$ cat src/rtl/mem_access_ctrl.sv
// Memory access sequencer: arbitrates instruction fetch and load/store
// requesters onto the shared MAR/MDR/memory path, enforces minimum wait
// states and a ready timeout, and pulses done to the access owner.
//
// Handshake: if_req/ls_req are levels held until the matching done pulse;
// a request is accepted only in IDLE, when it is sampled at the clock edge.
// The address and write flag are captured at that edge, so later changes
// are ignored. The requester drops req on the edge that ends DONE.
// mem_ready is honoured only in ACCESS, and only once the wait count
// reaches WAIT_STATES.
module mem_access_ctrl #(
  parameter int ADDR_WIDTH  = 9,
  parameter int WAIT_STATES = 1,
  parameter int TIMEOUT     = 15
) (
  input  logic                  clock,
  input  logic                  clear,
  input  logic                  if_req,
  input  logic [ADDR_WIDTH-1:0] if_addr,
  input  logic                  ls_req,
  input  logic                  ls_we,
  input  logic [ADDR_WIDTH-1:0] ls_addr,
  input  logic                  mem_ready,
  output logic [ADDR_WIDTH-1:0] mar_addr,
  output logic                  mem_rd,
  output logic                  mem_wr,
  output logic                  mdr_enable,
  output logic                  mdr_read,
  output logic                  if_done,
  output logic                  ls_done,
  output logic                  err,
  output logic                  busy
);

  localparam int CW = $clog2(TIMEOUT + 1);
  localparam logic [CW-1:0] WS_C = CW'(WAIT_STATES);
  localparam logic [CW-1:0] TO_C = CW'(TIMEOUT);

  typedef enum logic [1:0] {IDLE, ADDR, ACCESS, DONE} state_t;

  state_t        state;
  state_t        state_nx;
  logic          owner_ls;   // 1 = current access belongs to LS
  logic          wr_q;       // 1 = current access is a store
  logic          fav_ls;     // round-robin: LS wins the next tie
  logic          err_q;      // current access ended by timeout
  logic [CW-1:0] cnt;        // ACCESS cycles elapsed, saturating
  logic          grant_any;
  logic          grant_ls;
  logic          honoured;
  logic          timed_out;

  // Arbitration and ACCESS exit conditions.
  always_comb begin
    grant_any = if_req | ls_req;
    grant_ls  = ls_req & (~if_req | fav_ls);
    honoured  = (state == ACCESS) & mem_ready & (cnt >= WS_C);
    timed_out = (state == ACCESS) & (cnt == TO_C) & ~honoured;
  end

  // State register; reset aborts any access with no done pulse.
  always_ff @(posedge clock or negedge clear) begin
    if (!clear) state <= IDLE;
    else        state <= state_nx;
  end

  // Next-state and per-state outputs; all outputs are low in IDLE.
  always_comb begin
    state_nx   = state;
    mem_rd     = 1'b0;
    mem_wr     = 1'b0;
    mdr_enable = 1'b0;
    mdr_read   = 1'b0;
    if_done    = 1'b0;
    ls_done    = 1'b0;
    err        = 1'b0;
    busy       = (state != IDLE);
    case (state)
      IDLE:   if (grant_any) state_nx = ADDR;
      ADDR:   state_nx = ACCESS;
      ACCESS: begin
        mem_rd = ~wr_q;
        mem_wr = wr_q;
        // MDR captures read data on the edge that leaves ACCESS.
        mdr_enable = ~wr_q & honoured;
        mdr_read   = ~wr_q & honoured;
        if (honoured || timed_out) state_nx = DONE;
      end
      DONE: begin
        if_done  = ~owner_ls;
        ls_done  = owner_ls;
        err      = err_q;
        state_nx = IDLE;
      end
      default: state_nx = IDLE;
    endcase
  end

  // Grant capture, round-robin update, wait/timeout counting.
  always_ff @(posedge clock or negedge clear) begin
    if (!clear) begin
      mar_addr <= '0;
      owner_ls <= 1'b0;
      wr_q     <= 1'b0;
      fav_ls   <= 1'b1;
      err_q    <= 1'b0;
      cnt      <= '0;
    end else begin
      case (state)
        IDLE: if (grant_any) begin
          mar_addr <= grant_ls ? ls_addr : if_addr;
          owner_ls <= grant_ls;
          wr_q     <= grant_ls & ls_we;
          fav_ls   <= ~grant_ls;
        end
        ADDR: begin
          cnt   <= '0;
          err_q <= 1'b0;
        end
        ACCESS: begin
          if (cnt != TO_C) cnt <= cnt + 1'b1;
          if (timed_out) err_q <= 1'b1;
        end
        default: ;
      endcase
    end
  end

endmodule
$ cat config.mk
export PLATFORM = sky130hd
export DESIGN_NAME = mem_access_ctrl
export DESIGN_NICKNAME = d
export VERILOG_FILES = /design/src/rtl/mem_access_ctrl.sv
export SDC_FILE = /design/constraint.sdc
export NUM_CORES = 1
export LEC_CHECK = 0
export CORE_AREA = 10 10 61 63
export CTS_CLUSTER_SIZE = 10
export DETAILED_ROUTE_END_ITERATION = 10
export DIE_AREA = 0 0 71 73
export GPL_TIMING_DRIVEN = 0
export HOLD_SLACK_MARGIN = 0.1
export PLACE_DENSITY = 0.85
export SLEW_MARGIN = 20
export SYNTH_ARGS = -nofsm -noshare
export SYNTH_HDL_FRONTEND = slang
export SYNTH_SLANG_ARGS = --single-unit
$ cat constraint.sdc
create_clock -name clock -period 2.1 [get_ports clock]
set_input_delay 0.21 -clock clock [delete_from_list [all_inputs] [get_ports clock]]
set_output_delay 0.21 -clock clock [all_outputs]
set_load 0.05 [all_outputs]
==> implementation parameters <==
Parameter                              Value

Setup path
  Maximum single-stage delay on the critical path ... 530 ps
  Required arrival time at the worst endpoint ... 1890 ps
  Worst-path cell with the longest stage delay ... or4b_4
  Register-to-register setup slack ... 260 ps
  R2R Path Start ... cnt[0]
  Category of the worst setup path launch point ... flip-flop
  Worst Setup End Kind ... primary output
  Class of the most critical setup path ... flip-flop to primary output
  Biggest fanout along the worst timing path ... 5
  Reg-to-Reg End ... state[1]
  Cells along the critical path ... ha_4 -> or4b_4 -> nand3_2 -> nor2_2 -> buf_4 -> buf_8
  Worst-case reg-to-reg path depth ... 5
  Signal arrival time at the worst endpoint ... 1890 ps

Yosys
  Most used DFF post-synth ... dfrtp_1
  Post-Synth Adder-Cell Area ... 9.33%
  Compound-Gate Fraction of Synth Area ... 20.5%
  Distinct cell type count of the synthesized netlist ... 33
  Synthesized netlist net count ... 136
  Number of enable flip-flop cells after synthesis ... 0
  Share of the synthesized netlist area taken by xor and xnor gates ... 0.817%
  Share of synthesized cell area in and, or, nand and nor gates ... 18.4%
  Total of warnings raised by yosys ... 0
  Number of storage elements in the synthesis netlist ... 19
  Combinational family with the most area after synthesis ... compound AO/OA/AOI/OAI gates
  Share of synthesized flip-flops with an asynchronous set or reset ... 100%
  Syn_area_per_cell ... 10.3 sq um
  Share of the yosys chip area belonging to registers ... 44.5%
  Cell area after technology mapping ... 1070 sq um
  Instance count of the mapped netlist ... 104
  Fraction of synthesized area in multiplexers ... 1.05%

Timing
  RSZ-0062 raised after global routing ... yes
  Final Slew Violations ... 0
  Max Clock Freq ... 477 MHz
  Final number of hold-violating endpoints ... 0
  Tmin final ... 2100 ps
  Fraction of the cycle the final worst path needs ... 99.9%
  Largest clock skew in the final design ... 7.98 ps
  Headroom to the max-slew limit ... 44.5%
  Slew at the pin closest to its max-slew limit ... 829 ps
  Total negative setup slack ... 0 ps
  Final hold slack ... 372 ps
  Setup violation total in the final timing report ... 0

CTS
  Clock Sink Count ... 19
  Htree depth ... 1
  Clock latency of the later-clocked register in the worst-skew pair ... 300 ps
  CTS tree ... done
  CTS root buffer ... clkbuf_4
  Clock buffer count from CTS ... 3
  Number of buffers on the longest clock path ... 2
  CTS clk-pin slew, worst paths ... 110 ps
  Count of hold-fix buffers inserted at cts ... 0

Die
  Effective utilization at floorplan ... 41.0%
  Top-level port count ... 41
  Overall die height ... 73 um
  Placeable Area ... 2620 sq um
  Floorplan die area ... 5180 sq um
  Width of the die ... 71 um
  Standard-cell rows ... 19

Route
  Detailed route wirelength on metal2 ... 1310 um
  Post-detailed-routing wire length ... 2790 um
  Detail Route met3 WL ... 353 um
  Number of vias after detailed routing ... 985
  Highest metal used ... met4
  Detailed Routing Iterations Pass 1 ... 4
  Vias per inst ... 5.35
  First-iteration detailed-routing DRC count ... 112
  Average wire per standard cell ... 15.2 um
  Detailed-route wire length on metal 1 ... 1100 um
  Number of remaining DRC errors ... 0
  Antenna-violating nets left ... 0

Hold path
  Worst min-delay path category ... primary input to async pin

GRT
  Number of global-route vias before repair ... 1052
  Number of antenna violations at the first check in global routing ... 0
  GR Overflow Total ... 0
  Largest net degree at the start of global routing ... 20
  Global-route wire length before repair ... 4770 um
  GRT Total Usage ... 11.1%

Layout
  Area grow syn2layout ... 49.8%
  Net count reported at finish ... 186
  Number of fill cells ... 230
  Multi-input gate area in the final layout ... 558 sq um
  Final Non-Filler Cells ... 184
  Area of all placed cells without fillers ... 1610 sq um
  Fraction of layout instances using a drive strength above 1 ... 18.3%
  Utilization after layout ... 61.4%
  Reg area ... 478 sq um
  ANT cells ... 0

Placed design
  Final weighted congestion in routability-driven placement ... 0.713
  Number of buffers added on ports ... 40
  Placed Area ... 1510 sq um
  Final HPWL from detailed placement ... 2230 um
  Cell count after placement ... 175

Power
  Total power divided by cell area ... 1450 nW/um^2
  Static leakage power ... 0.787 nW
  IR Drop Worst-Case VDD ... 980 uV

Run
  Number of max-cap violations ... 0

Outcome
  Status ... complete, no violations
==> layer usage <==
metal / GRT usage (%) / vias to the layer above
li1: - / 482
met1: 11.4 / 452
met2: 18.0 / 46
met3: 6.94 / 5
met4: 3.87 / 0
met5: 0 / -
==> final cells by class <==
cell class,count,share of cell area [%]
sequential,19,29.8
inverter,8,1.87
buffer,6,1.79
tap,31,2.41
clock inverter,1,0.312
clock buffer,3,1.40
multi-input combinational,71,34.7
timing repair buffer,45,27.7
==> layout by cell type, fill, tap and decap left out, drive strengths merged, types with 2 or more instances in the layout <==
cell / n
clkdlybuf4s50: 32
dfrtp: 18
and3: 10
a221o: 9
buf: 9
ha: 8
inv: 8
clkbuf: 7
a21oi: 5
nor2: 5
and2: 4
nand2: 4
o21ai: 3
a22o: 3
dlymetal6s2s: 3
nand3: 3
nor3: 2
clkdlybuf4s15: 2
==> critical path: cells and delay by family (launching register included) <==
| kind | cells | cell delay [ps] |
|---|---|---|
| and+or+nand+nor | 3 | 670 |
| DFF | 1 | 480 |
| buffers and inverters | 2 | 270 |
| adders and majority gates | 1 | 170 |
==> logic make-up after synthesis <==
group           count (synthesis)
flops                          19
buf+inv                        14
compound gates                 27
mux                             1
xor+xnor                        1
fa+ha+maj                       8
simple gates                   34
==> what timing repair did <==
action	4_1_cts	5_1_grt
gates resized for setup	17	12
pin swaps	0	2
buffers inserted	0	5
endpoints found under the hold margin	0	0
endpoints found under the setup margin	5	6
==> cells in the mapped netlist, types with 2 or more instances <==
cell / n / area share [%]
a21oi_1: 5 / 2.3
a221o_1: 9 / 8.4
a22o_1: 3 / 2.5
and2_1: 4 / 2.3
and3_1: 9 / 5.3
clkbuf_1: 4 / 1.4
dfrtp_1: 18 / 42
ha_1: 8 / 9.3
inv_1: 8 / 2.8
nand2_1: 4 / 1.4
nand3_1: 3 / 1.4
nor2_1: 5 / 1.8
nor3_1: 2 / 0.93
o21ai_0: 3 / 1.4
==> through the flow <==
step / total power [mW] / setup WS (ps)
floorplan: 1.62 / 93.0
global placement: 2.04 / -262
detailed placement: 2.08 / -321
CTS: 2.25 / -75.3
global route: 2.50 / -61.9
finish: 2.33 / 2.66
==> worst max-delay path by stage <==
stage / start / end / slack (ps)
4_1_cts: cnt[0] / mdr_read / -80
5_1_grt: cnt[0] / mdr_read / -60
3_3_place_gp: state[0] / mdr_read / -260
2_1_floorplan: state[0] / mdr_read / 90
3_5_place_dp: state[0] / mdr_read / -320
6_report: cnt[0] / mdr_read / 3
==> power by group <==
group / switching (mW) / leakage [nW] / internal (mW) / total, mW
sequential: 0.118 / 0.238 / 0.525 / 0.643
clock: 0.113 / 0.0177 / 0.0710 / 0.184
combinational: 0.905 / 0.531 / 0.599 / 1.50
total: 1.14 / 0.787 / 1.20 / 2.33
==> state kept, by name (all words and copies together) (netlist names) <==
name	count
mar_addr	9
cnt	4
fav_ls	1
owner_ls	1
state	2
err_q	1
wr_q	1
Note: power is estimated with default switching activity, not from simulation.
